$ cat src/rtl/alu_pipe.sv
// alu_pipe: two-stage pipelined ALU with valid/ready handshakes on both sides.
// S1 registers the request and S2 registers the result that drives out_*.
// The EQ compare state lives between the stages. It is updated when an op
// moves S1->S2, so an EQ followed by a BEQ sees the new value.
module alu_pipe #(
    parameter int WIDTH  = 8,
    parameter int ADDR_W = 6
) (
    input  logic              clk,
    input  logic              rst,
    input  logic              in_valid,
    output logic              in_ready,
    input  logic [2:0]        op,
    input  logic [WIDTH-1:0]  a,
    input  logic [WIDTH-1:0]  b,
    input  logic [ADDR_W-1:0] branch_addr,
    output logic              out_valid,
    input  logic              out_ready,
    output logic [WIDTH-1:0]  out_data,
    output logic              co_flag,
    output logic              eq_flag,
    output logic              branch_flag,
    output logic              taken
);

    localparam logic [2:0] OP_NOP = 3'b000;
    localparam logic [2:0] OP_ADD = 3'b001;
    localparam logic [2:0] OP_SUB = 3'b010;
    localparam logic [2:0] OP_AND = 3'b011;
    localparam logic [2:0] OP_NOT = 3'b100;
    localparam logic [2:0] OP_OR  = 3'b101;
    localparam logic [2:0] OP_EQ  = 3'b110;
    localparam logic [2:0] OP_BEQ = 3'b111;

    typedef struct packed {
        logic             co;
        logic             eq;
        logic             br;
        logic             tk;
        logic [WIDTH-1:0] data;
    } res_t;

    // Result of one op. Arithmetic is done one bit wider so the top bit is carry/borrow.
    function automatic res_t alu_eval(input logic [2:0]        op_i,
                                      input logic [WIDTH-1:0]  a_i,
                                      input logic [WIDTH-1:0]  b_i,
                                      input logic [ADDR_W-1:0] addr_i,
                                      input logic              eq_st);
        res_t           r;
        logic [WIDTH:0] wide;
        r    = '0;
        wide = '0;
        case (op_i)
            OP_ADD: begin
                wide   = {1'b0, a_i} + {1'b0, b_i};
                r.data = wide[WIDTH-1:0];
                r.co   = wide[WIDTH];
            end
            OP_SUB: begin
                wide   = {1'b0, a_i} - {1'b0, b_i};
                r.data = wide[WIDTH-1:0];
                r.co   = wide[WIDTH];
            end
            OP_AND: r.data = a_i & b_i;
            OP_NOT: r.data = ~a_i;
            OP_OR:  r.data = a_i | b_i;
            OP_EQ: begin
                r.eq   = (a_i == b_i);
                r.data = WIDTH'(r.eq);
            end
            OP_BEQ: begin
                r.br = 1'b1;
                r.tk = eq_st;
                if (eq_st) begin
                    r.data = WIDTH'(addr_i);
                end
            end
            default: r = '0;
        endcase
        return r;
    endfunction

    logic              s1_valid_q, s1_valid_d;
    logic [WIDTH-1:0]  s1_a_q, s1_a_d;
    logic [WIDTH-1:0]  s1_b_q, s1_b_d;
    logic [2:0]        s1_op_q, s1_op_d;
    logic [ADDR_W-1:0] s1_addr_q, s1_addr_d;

    logic              s2_valid_q, s2_valid_d;
    logic [WIDTH-1:0]  out_data_q, out_data_d;
    logic              co_q, co_d;
    logic              eq_flag_q, eq_flag_d;
    logic              br_q, br_d;
    logic              taken_q, taken_d;
    logic              eq_state_q, eq_state_d;

    logic              accept;
    logic              adv1;
    logic              adv2;
    res_t              s1_res;

    assign in_ready = !rst && (!s1_valid_q || !s2_valid_q || out_ready);
    assign accept   = in_valid && in_ready;
    assign adv1     = s1_valid_q && (!s2_valid_q || out_ready);
    assign adv2     = s2_valid_q && out_ready;

    // Evaluate the op held in S1 against the current compare state.
    always_comb begin
        s1_res = alu_eval(s1_op_q, s1_a_q, s1_b_q, s1_addr_q, eq_state_q);
    end

    // S1 next state: load on accept, empty when its op moves on, otherwise hold.
    always_comb begin
        s1_valid_d = s1_valid_q;
        s1_a_d     = s1_a_q;
        s1_b_d     = s1_b_q;
        s1_op_d    = s1_op_q;
        s1_addr_d  = s1_addr_q;
        if (accept) begin
            s1_valid_d = 1'b1;
            s1_a_d     = a;
            s1_b_d     = b;
            s1_op_d    = op;
            s1_addr_d  = branch_addr;
        end else if (adv1) begin
            s1_valid_d = 1'b0;
        end
    end

    // S2 next state and compare state. Both change only when an op moves S1->S2.
    always_comb begin
        s2_valid_d = s2_valid_q;
        out_data_d = out_data_q;
        co_d       = co_q;
        eq_flag_d  = eq_flag_q;
        br_d       = br_q;
        taken_d    = taken_q;
        eq_state_d = eq_state_q;
        if (adv1) begin
            s2_valid_d = 1'b1;
            out_data_d = s1_res.data;
            co_d       = s1_res.co;
            eq_flag_d  = s1_res.eq;
            br_d       = s1_res.br;
            taken_d    = s1_res.tk;
            if (s1_op_q == OP_EQ) begin
                eq_state_d = s1_res.eq;
            end else if (s1_op_q == OP_BEQ) begin
                eq_state_d = 1'b0;
            end
        end else if (adv2) begin
            s2_valid_d = 1'b0;
        end
    end

    // Control, compare state and visible outputs; cleared by reset.
    always_ff @(posedge clk) begin
        if (rst) begin
            s1_valid_q <= 1'b0;
            s2_valid_q <= 1'b0;
            eq_state_q <= 1'b0;
            out_data_q <= '0;
            co_q       <= 1'b0;
            eq_flag_q  <= 1'b0;
            br_q       <= 1'b0;
            taken_q    <= 1'b0;
        end else begin
            s1_valid_q <= s1_valid_d;
            s2_valid_q <= s2_valid_d;
            eq_state_q <= eq_state_d;
            out_data_q <= out_data_d;
            co_q       <= co_d;
            eq_flag_q  <= eq_flag_d;
            br_q       <= br_d;
            taken_q    <= taken_d;
        end
    end

    // S1 operand payload; it is only read while s1_valid_q is set, so it needs no reset.
    always_ff @(posedge clk) begin
        s1_a_q    <= s1_a_d;
        s1_b_q    <= s1_b_d;
        s1_op_q   <= s1_op_d;
        s1_addr_q <= s1_addr_d;
    end

    assign out_valid   = s2_valid_q;
    assign out_data    = out_data_q;
    assign co_flag     = co_q;
    assign eq_flag     = eq_flag_q;
    assign branch_flag = br_q;
    assign taken       = taken_q;

endmodule

$ cat config.mk
export PLATFORM = sky130hd
export DESIGN_NAME = alu_pipe
export DESIGN_NICKNAME = d
export VERILOG_FILES = /design/src/rtl/alu_pipe.sv
export SDC_FILE = /design/constraint.sdc
export NUM_CORES = 1
export LEC_CHECK = 0
export BUFFER_PORTS_ARGS = -buffer_cell sky130_fd_sc_hd__clkbuf_2
export CAP_MARGIN = 5
export CORE_MARGIN = 4
export CORE_UTILIZATION = 60
export DETAILED_ROUTE_END_ITERATION = 10
export GPL_ROUTABILITY_DRIVEN = 0
export PLACE_DENSITY = 0.84
export SLEW_MARGIN = 30
export SYNTH_ARGS = -nofsm -noshare
export SYNTH_HDL_FRONTEND = slang
export SYNTH_SLANG_ARGS = --single-unit
$ cat constraint.sdc
create_clock -name clk -period 4.6 [get_ports clk]
set_clock_uncertainty 0.15 [all_clocks]
set_input_delay 0.92 -clock clk [delete_from_list [all_inputs] [get_ports clk]]
set_output_delay 0.92 -clock clk [all_outputs]
set_load 0.05 [all_outputs]
-- Word level (Yosys, flattened, before mapping)
Cells that the tools add are included.
- $add $sub $neg: 2
- equal/unequal tests: 8
- muxes and demuxes: 11
- bitwise gates (word level): 3
- reductions and logical operators: 14
- operators with widths (operator ; number):
    case mux 8 bit (7 select lines) ; 1
    == test 3 bit (second input constant) ; 4
    adder 8 x 8 -> 9 bit ; 1
    subtractor 8 x 8 -> 9 bit ; 1
    AND 8 bit ; 1
    == test 8 bit ; 1
    inverter 8 bit ; 1
    OR 8 bit ; 1
    2-to-1 mux 1 bit ; 7
    == test 3 x 2 -> 1 bit (second input constant) ; 2
    2-to-1 mux 6 bit ; 1
    nonzero test 2 bit ; 3
    logical AND 1 bit ; 4
    == test 3 x 1 -> 1 bit (second input constant) ; 1
    zero test 1 bit ; 3
    logical OR 1 bit ; 3
    2-to-1 mux 2 bit ; 1
    case mux 1 bit (2 select lines) ; 1
    AND reduction 2 bit ; 1
- register bits after elaboration: 40
- input bits: 29

-- Depth between registers and ports, before layout
Gate-level depths: netlist (run 1).
- word-level depth: 6
- gate-level depth with buffers: 8

-- Worst setup path before layout (run 1)
OpenSTA, ideal clock, no wires.
- kind: input-to-reg
- from: input rst
- to: register s1_a_q[0], enable pin
- setup time: 384 ps
- arrival: 2663 ps
- required time: 4066 ps
- path slack: 1403 ps
- cell stages on the path: 3
- cell sequence: clkbuf_1 > a21oi_1 > and2_1
- cells in the longest elaborated chain, start to end: 3
- RTL lines (element ; line ; source):
    start, declared ; 10 ; input logic rst,
    zero test 1 bit ; 102 ; assign in_ready = !rst && (!s1_valid_q || !s2_valid_q || out_ready);
    logical AND 1 bit ; 102 ;
    net in_ready ; 12 ; output logic in_ready,
    logical AND 1 bit ; 103 ; assign accept = in_valid && in_ready;
    net accept ; 97 ; logic accept;
    end signal, assigned ; 181 ; s1_a_q <= s1_a_d;
    end, declared ; 84 ; logic [WIDTH-1:0] s1_a_q, s1_a_d;
The timed path passes the listed nets, and every way through them passes these cells.
A chain may end at the register's enable or synchronous reset.

-- Worst setup path in the final report (run 1)
- from: input rst
- to: output in_ready
- cells in the longest elaborated chain, start to end: 2
- RTL lines (element ; line):
    zero test 1 bit ; 102
    logical AND 1 bit ; 102
    end, declared ; 12
Every way passes these cells.

==> results of run 1 <==
## power by group
group | internal [W] | leakage [nW] | total [W] | switching (W)
sequential | 0.000397 | 0.356 | 0.000412 | 0.0000149
combinational | 0.0000529 | 0.816 | 0.000137 | 0.0000841
clock | 0.000108 | 0.0395 | 0.000218 | 0.000110
total | 0.000558 | 1.21 | 0.000767 | 0.000210
## layer usage
layer / vias up / GRT usage (%) / routed length [um]
met4: 0 / 5.94 / 77
met5: - / 0 / 0
met3: 11 / 5.06 / 470
met1: 960 / 29.6 / 2300
li1: 1026 / - / -
met2: 87 / 34.1 / 2500
## tightest hold or removal path, delay by kind of cell (launching register included)
kind,cells,cell delay [ns]
simple gates,1,0.05
compound gates,1,0.05
flops,1,0.31
## cells by family after synthesis
group                      Yosys count  share of synthesized area, %
DFF                                 40                          41.1
xor gates and xnor gates             4                          1.37
AOI/OAI and AO/OA                   80                          21.4
muxes                                6                          2.84
and+or+nand+nor                     68                          13.9
buffers and inverters               37                          6.12
adders and majority gates           26                          13.3
## final cells by class
| type | count | area, sq um | area share (%) |
|---|---|---|---|
| clock buffers | 8 | 80.1 | 2.81 |
| inverters | 24 | 90.1 | 3.17 |
| multi-input cells | 184 | 1350 | 47.5 |
| flip-flops and latches | 40 | 1050 | 36.9 |
| well taps | 50 | 62.6 | 2.20 |
| repair buffers | 42 | 210 | 7.39 |
## per-stage QoR
stage               instance area, sq um  utilization, %  power, W  instances
finish                              2850            70.1  0.000767        348
global route                        2850            70.1  0.000808        348
CTS                                 2850            70.1  0.000771        348
detailed placement                  2770            68.1  0.000555        340
global placement                    2760            68.1  0.000550        340
floorplan                           2560               -  0.000518        261
## sequential cells by signal, indices dropped and copies added (netlist names)
register / flops
out_data: 8
s1_a_q: 8
s1_b_q: 8
s1_addr_q: 6
s1_op_q: 3
branch_flag: 1
co_flag: 1
eq_flag: 1
eq_state_q: 1
out_valid: 1
s1_valid_q: 1
taken: 1
## worst max path at each step
| stage | startpoint | to | slack (ns) | cells past startpoint |
|---|---|---|---|---|
| 3_5_place_dp | rst | in_ready | 1.85 | 3 |
| 2_1_floorplan | rst | s1_a_q[0]$_DFFE_PP_ | 1.40 | 3 |
| 5_1_grt | rst | in_ready | 1.80 | 3 |
| 4_1_cts | rst | in_ready | 1.86 | 3 |
| 3_3_place_gp | rst | s1_op_q[1]$_DFFE_PP_ | 1.77 | 3 |
| 6_report | rst | in_ready | 1.85 | 3 |
## Yosys cell counts, types with 3 or more instances
cell | count | share of area (%)
a32oi_1 | 3 | 1.0
a21oi_1 | 23 | 4.5
o31ai_1 | 3 | 0.88
nor3_1 | 6 | 1.2
buf_2 | 5 | 0.98
inv_1 | 24 | 3.5
buf_4 | 3 | 0.88
clkbuf_1 | 4 | 0.59
o21ai_1 | 6 | 1.2
a21o_1 | 7 | 2.1
nor2_1 | 13 | 1.9
mux2i_1 | 5 | 2.0
edfxtp_1 | 25 | 29
nand3_1 | 6 | 1.2
o22ai_1 | 3 | 0.73
o21ai_0 | 5 | 0.98
a311oi_1 | 3 | 1.0
and2_1 | 3 | 0.73
ha_1 | 24 | 12
nand2_1 | 14 | 2.1
a211oi_1 | 5 | 1.5
dfxtp_1 | 15 | 12
nor2b_1 | 8 | 2.0
nand2b_1 | 7 | 1.7
==> reports/qor.yml, run 1 <==
clock_network:
  clk_pin_slew_worst_paths_ns: 0.07
  cts_sinks: 40
  clock_latency_ns: 0.29
  post-cts-setup-buffers: 0
  ctsLongestPathBuffers: 2
  htree_levels: 2
  cts_buffers: 5
  cts_hold_buf: 0
  cts-resized-gates: 0
  cts_tree: "done"
  cts_root_buffer: "clkbuf_8"
yosys:
  syn-instance-count: 261
  async_flop_share_pct: 0
  synth_area_sq_um: 2560
  synth_seq_area_share_pct: 41.1
  synth.avg_cell_area_sq_um: 9.80
  yosys_register_bits: 40
  synth_flop_cell: "edfxtp_1"
  synthDistinctLibCells: 56
  syn_nets: 316
  synth_warnings: 0
  synth_enable_flop_cells: 25
timing:
  drv_slew: 0
  relSlewSlack_pct: 38.4
  finalHoldViolations: 0
  tns_ns: 0
  rsz0062_at_grt: "false"
  setup_viol: 0
  tightest_slew_ns: 0.924
  fmax_ghz: 0.364
  period_minus_slack_ns: 2.75
  layout_setup_ws_ns: 1.85
  timing.hold.ws_ns: 0.300
  period_share_pct: 59.7
worst_setup_path:
  crit_path_frequent_cell: "clkbuf_2"
  start_kind: "input pin"
  worstPathMaxFanout: 18
  path_cells: "clkbuf_2 -> a21oi_1 -> clkbuf_2"
  cp_data_arrival_time_ns: 1.68
  critical_path_class: "input pin to output port"
  worstRegToRegCells: 7
  r2r-end: "out_data[6]$_SDFFE_PP0P_"
  crit_buf_inv: 2
  end_kind: "output port"
  critical-path-top-delay-family: "buffers and inverters"
  cp_data_required_time_ns: 3.53
  crit_slowest_cell: "clkbuf_2"
  timing.rr.start: "s1_a_q[2]$_DFFE_PP_"
  r2r_setup_slack_ns: 2.09
  worst_path_largest_cell_delay_ns: 0.31
routing:
  drc: 0
  drt_iter0_drc: 150
  routed_via_density: 5.99
  wl_um: 5350
  vias: 2084
  antenna_left: 0
  avgRoutedWirePerCell_um: 15.4
  dr.pass1.iters: 4
hold_path:
  hold_class: "register to register"
  whs_endpoint: "branch_flag$_SDFFE_PP0P_"
  hold_depth: 2
  worstHoldStart: "branch_flag$_SDFFE_PP0P_"
finish:
  fin_nets: 352
  fillers: 311
  final_cell_mix: "clkbuf_2, edfxtp_1, inv_1, ha_1, a21oi_1"
  diodes: 0
  final_layout_size_suffix_gt1_share_pct: 17.8
  layout_commonest_cell: "clkbuf_2"
  area_growth_syn_to_layout_pct: 11.3
place:
  io_buffers: 42
  dp_hpwl_um: 4020
  pre_cts_ws_ns: 1.85
pwr:
  power_density_nw_per_um2: 270
  leakagePower_nw: 1.21
  peakVddDrop_mv: 0.193
global_route:
  antenna_found_initial: 0
  grt_start_max_net_pins: 26
  grt_pass1_vias: 1923
  track_usage_pct: 21.5
  grt_pass1_wl_um: 8980
  grt_overflow: 0
floorplan:
  start_util_pct: 63.0
  die_x_um: 73.3
  rows: 23
  die_h_um: 73.3
  io_pins: 43
  dieArea_sq_um: 5370
  core_sq_um: 4060
run_status:
  status: "finished clean"
flow_run:
  drv_cap: 0
Power figures use the tool's default switching activity.
==> run 2: changes to the inputs <==
ABC_AREA = 1   (was default)
CORE_UTILIZATION = 56   (was 60)
PLACE_DENSITY = 0.8   (was 0.84)
clock period = 2.77 ns   (was 4.6 ns; I/O delays follow)
==> run 2 against run 1 <==
  * Synthesized cell count up 20%
  * Critical path depth up 5
  * Design area up 1.0%
  * Clock-buffer cell count down 1
  * Sequential share of layout area down 0.37 points
  * Sequential cell count unchanged
  * Core utilization down 4.6 points
  * Setup slack worse by 1.3 ns
  * Clock power up 71%
==> reports/qor.yml, run 2 <==
global_route:
  antenna_found_initial: 0
  grt_start_max_net_pins: 26
  grt_overflow: 0
  track_usage_pct: 22.1
  grt_pass1_vias: 2118
  grt_pass1_wl_um: 9420
timing:
  timing.hold.ws_ns: 0.277
  setup_viol: 0
  drv_slew: 0
  period_share_pct: 78.5
  tightest_slew_ns: 0.461
  rsz0062_at_grt: "false"
  tns_ns: 0
  finalHoldViolations: 0
  period_minus_slack_ns: 2.17
  fmax_ghz: 0.460
  relSlewSlack_pct: 69.2
  layout_setup_ws_ns: 0.597
floorplan:
  start_util_pct: 57.9
  die_x_um: 75.3
  io_pins: 43
  die_h_um: 75.3
  core_sq_um: 4380
  rows: 24
  dieArea_sq_um: 5670
finish:
  seq_area_sq_um: 1050
  final_cell_area_sq_um: 2870
  diodes: 0
  multi_input_comb_area_sq_um: 1270
  layout_commonest_cell: "nand2_1"
  final_cell_mix: "nand2_1, inv_1, clkbuf_2"
  final_layout_size_suffix_gt1_share_pct: 16.6
  area_growth_syn_to_layout_pct: 13.3
  fin_nets: 409
  fillers: 361
clock_network:
  post-cts-setup-buffers: 0
  cts-resized-gates: 0
  clk_pin_slew_worst_paths_ns: 0.08
  clock_latency_ns: 0.30
  htree_levels: 2
  cts_sinks: 40
  cts_hold_buf: 0
  cts_root_buffer: "clkbuf_8"
  ctsLongestPathBuffers: 2
  cts_buffers: 5
  cts_tree: "done"
place:
  pre_cts_ws_ns: 0.667
  dpl_cell_area_sq_um: 2790
  io_buffers: 42
  dp_hpwl_um: 4220
routing:
  wl_um: 5520
  drc: 0
  vias: 2258
  avgRoutedWirePerCell_um: 13.6
  drt_iter0_drc: 237
  antenna_left: 0
  routed_via_density: 5.55
  dr.pass1.iters: 6
flow_run:
  drv_cap: 0
yosys:
  async_flop_share_pct: 0
  yosys_register_bits: 40
  synth_top_cells_by_count: "nand2_1, inv_1, nand3_1"
  yosysMostFrequentCell: "nand2_1"
  synth_top_area_share_pct: 29.6
  synth_warnings: 0
  synthDistinctLibCells: 34
  syn-instance-count: 312
  synth_enable_flop_cells: 25
  synth_flop_cell: "edfxtp_1"
  yosysTopAreaCell: "edfxtp_1"
  synth_seq_area_share_pct: 41.4
  synthTopCellsByArea: "edfxtp_1, dfxtp_1, ha_1, nand2_1, inv_1"
  syn_nets: 367
  synth_area_sq_um: 2540
  synth.avg_cell_area_sq_um: 8.13
worst_setup_path:
  crit_slowest_cell: "edfxtp_1"
  critical_path_class: "register to register"
  cp_data_arrival_time_ns: 2.25
  cp_data_required_time_ns: 2.85
  start_kind: "register"
  worst_path_largest_cell_delay_ns: 0.39
  crit_buf_inv: 2
  path_cells: "inv_1 -> ha_1 -> inv_1 -> nand2_1 -> nor3_1 -> nand4_1 -> or2_2 -> a21oi_1"
  worstPathMaxFanout: 7
  critical-path-top-delay-family: "simple AND/OR/NAND/NOR gates"
  end_kind: "register"
  crit_path_frequent_cell: "inv_1"
pwr:
  power_density_nw_per_um2: 447
  peakVddDrop_mv: 0.264
  leakagePower_nw: 1.36
run_status:
  status: "finished clean"
hold_path:
  hold_class: "input pin to register"
-- run 2: report_power, final --
group	switching (W)	total [W]	internal (W)	leakage (nW)
Combinational	0.000157	0.000235	0.0000779	0.963
Clock	0.000195	0.000372	0.000177	0.0422
Sequential	0.0000175	0.000678	0.000660	0.357
-- run 2: logic make-up after synthesis --
group                      share of synthesized area (%)
buffers and inverters                               8.78
and+or+nand+nor                                     26.0
DFF                                                 41.4
AOI/OAI and AO/OA                                   10.4
adders and majority gates                           13.4
-- run 2: area by class of cell --
| cell class | instances | share of cell area [%] |
|---|---|---|
| tap | 52 | 2.26 |
| timing repair buffer | 43 | 7.58 |
| multi-input combinational | 215 | 44.4 |
| clock buffer | 7 | 2.66 |
| inverter | 49 | 6.40 |
| sequential | 40 | 36.6 |
| clock inverter | 1 | 0.174 |
-- run 2: path summary, 6_finish.rpt --
path / from / endpoint / slack, ns / depth (start not counted)
worst max-delay path: s1_a_q[6]$_DFFE_PP_ / eq_state_q$_SDFFE_PP0P_ / 0.60 / 8
worst min-delay path: branch_addr[3] / s1_addr_q[3]$_DFFE_PP_ / 0.28 / 1
worst max register to register: s1_a_q[6]$_DFFE_PP_ / eq_state_q$_SDFFE_PP0P_ / 0.60 / 8
worst min register to register: out_data[1]$_SDFFE_PP0P_ / out_data[1]$_SDFFE_PP0P_ / 0.32 / 2
-- run 2: stage by stage --
stage                     power [W]  utilization [%]  std cells
after global placement     0.000916             63.7        399
final                       0.00128             65.6        407
after CTS                   0.00129             65.6        407
after detailed placement   0.000922             63.7        399
after floorplan            0.000858                -        312
after global routing        0.00136             65.6        407
-- run 2: per-layer routing --
| metal | track usage, % | vias up | wire, um |
|---|---|---|---|
| li1 | - | 1123 | - |
| met1 | 29.4 | 1023 | 2370 |
| met2 | 34.7 | 100 | 2560 |
| met3 | 5.01 | 12 | 479 |
| met4 | 9.71 | 0 | 107 |
| met5 | 0 | - | 0 |
==> run 3: changes to the inputs <==
clock period = 2.1 ns   (was 2.77 ns; I/O delays follow)
==> run 3 against run 2 <==
  * Maximum frequency increased by 5.5%
  * Design area increased by 6.6%
  * Core utilization grew 4.3 points
  * Highest routed layer unchanged
  * Largest power group unchanged
  * Via count up 5.2%
  * Register-to-register slack worse by 0.56 ns
  * Routed wire length is 11% higher
  * Combinational power grew 53%
  * First-iteration DRC count up 1.7%
  * Cell count increased by 3.7%
==> reports/qor.yml, run 3 (synthesized netlist as in run 2, its figures left out) <==
timing:
  relSlewSlack_pct: 72.1
  period_minus_slack_ns: 2.06
  tns_ns: 0
  drv_slew: 0
  rsz0062_at_grt: "true"
  period_share_pct: 98.1
  setup_viol: 0
  fmax_ghz: 0.485
  tightest_slew_ns: 0.418
  finalHoldViolations: 0
worst_setup_path:
  crit_start: "s1_a_q[1]$_DFFE_PP_"
  start_kind: "register"
  end_kind: "register"
  crit_buf_inv: 1
  cp_data_arrival_time_ns: 2.10
  path_cells: "buf_4 -> fa_2 -> nand2_1 -> a21oi_2 -> nor2_2 -> nand2_1 -> nand3_1 -> nand4_1 -> nand2_1 -> a21oi_1"
  worstPathMaxFanout: 4
  critical_path_class: "register to register"
  worst_path_largest_cell_delay_ns: 0.44
  crit_slowest_cell: "edfxtp_1"
  cp_data_required_time_ns: 2.14
  crit_path_frequent_cell: "nand2_1"
  timing.rr.start: "s1_a_q[1]$_DFFE_PP_"
  critical-path-top-delay-family: "simple AND/OR/NAND/NOR gates"
finish:
  final_layout_size_suffix_gt1_share_pct: 24.3
  layout_commonest_cell: "nand2_1"
  final_cell_mix: "nand2_1, inv_1, clkbuf_2"
  fin_nets: 424
  diodes: 0
  fillers: 356
  final_util_pct: 69.9
  area_growth_syn_to_layout_pct: 20.8
routing:
  vias: 2376
  drt_iter0_drc: 241
  wl_um: 6150
  antenna_left: 0
  routed_via_density: 5.63
  dr.pass1.iters: 5
  avgRoutedWirePerCell_um: 14.6
  drc: 0
floorplan:
  io_pins: 43
  die_h_um: 75.3
  dieArea_sq_um: 5670
  core_sq_um: 4380
  rows: 24
  start_util_pct: 57.9
  die_x_um: 75.3
run_status:
  status: "finished clean"
global_route:
  grt_pass1_wl_um: 9600
  track_usage_pct: 22.9
  antenna_found_initial: 0
  grt_start_max_net_pins: 26
  grt_pass1_vias: 2167
  grt_overflow: 0
clock_network:
  cts_buffers: 5
  clk_pin_slew_worst_paths_ns: 0.08
  cts_hold_buf: 0
  cts_tree: "done"
  ctsLongestPathBuffers: 2
  cts_root_buffer: "clkbuf_8"
  cts_sinks: 40
  htree_levels: 2
  clock_latency_ns: 0.30
pwr:
  leakagePower_nw: 1.44
  peakVddDrop_mv: 0.453
  power_density_nw_per_um2: 583
hold_path:
  hold_class: "input pin to register"
  worstHoldStart: "branch_addr[3]"
place:
  dp_hpwl_um: 4480
  io_buffers: 42
flow_run:
  drv_cap: 0
run 3: changes by cell type in the layout (fill, tap and decap cells not counted), sizes merged:
cell,previous run,this run
clkinv,1,0
clkbuf,49,50
buf,1,16
run 3: path summary, 6_finish.rpt:
| kind | end | slack, ns | cells past startpoint |
|---|---|---|---|
| setup reg to reg | out_data[4]$_SDFFE_PP0P_ | 0.04 | 10 |
| hold reg to reg | out_data[1]$_SDFFE_PP0P_ | 0.32 | 2 |
| hold / removal | s1_addr_q[3]$_DFFE_PP_ | 0.14 | 1 |
| setup / recovery | out_data[4]$_SDFFE_PP0P_ | 0.04 | 10 |
run 3: area by class of cell:
type	count	area [sq um]	share of cell area (%)
well taps	52	65.1	2.12
clock buffers	8	90.1	2.94
flip-flops and latches	40	1050	34.3
repair buffers	58	343	11.2
inverters	49	184	6.00
multi-input cells	215	1330	43.4
run 3: power by group:
group	switching (W)	leakage [nW]	internal (W)
clock network	0.000268	0.0455	0.000268
registers	0.0000218	0.357	0.000871
logic	0.000228	1.03	0.000131
run 3: per-stage QoR:
| stage | std cells | setup WS [ns] | total power, W | hold WS (ns) | area, sq um |
|---|---|---|---|---|---|
| 6_report | 422 | 0.0401 | 0.00179 | 0.139 | 3060 |
| 3_5_place_dp | 409 | 0.00892 | 0.00124 | 0.304 | 2880 |
| 5_1_grt | 422 | -0.0423 | 0.00188 | 0.123 | 3060 |
| 2_1_floorplan | 312 | 0.0269 | 0.00113 | 0.301 | 2550 |
| 3_3_place_gp | 409 | 0.0831 | 0.00122 | 0.300 | 2880 |
| 4_1_cts | 417 | 0.0176 | 0.00177 | 0.130 | 2970 |
run 3: timing repair:
| item | 4_1_cts | 5_1_grt |
|---|---|---|
| gates resized for setup | 1 | 17 |
| endpoints found under the hold margin | 0 | 0 |
| pin swaps | 0 | 2 |
| endpoints found under the setup margin | 1 | 10 |
| setup buffers | 0 | 5 |
| cloned | 0 | 0 |
run 3: routing by layer:
metal / vias to the layer above / track usage (%) / wire (um)
met4: 0 / 12.0 / 227
li1: 1153 / - / -
met1: 1057 / 29.4 / 2550
met3: 26 / 5.94 / 565
met2: 140 / 35.4 / 2810
met5: - / 0 / 0
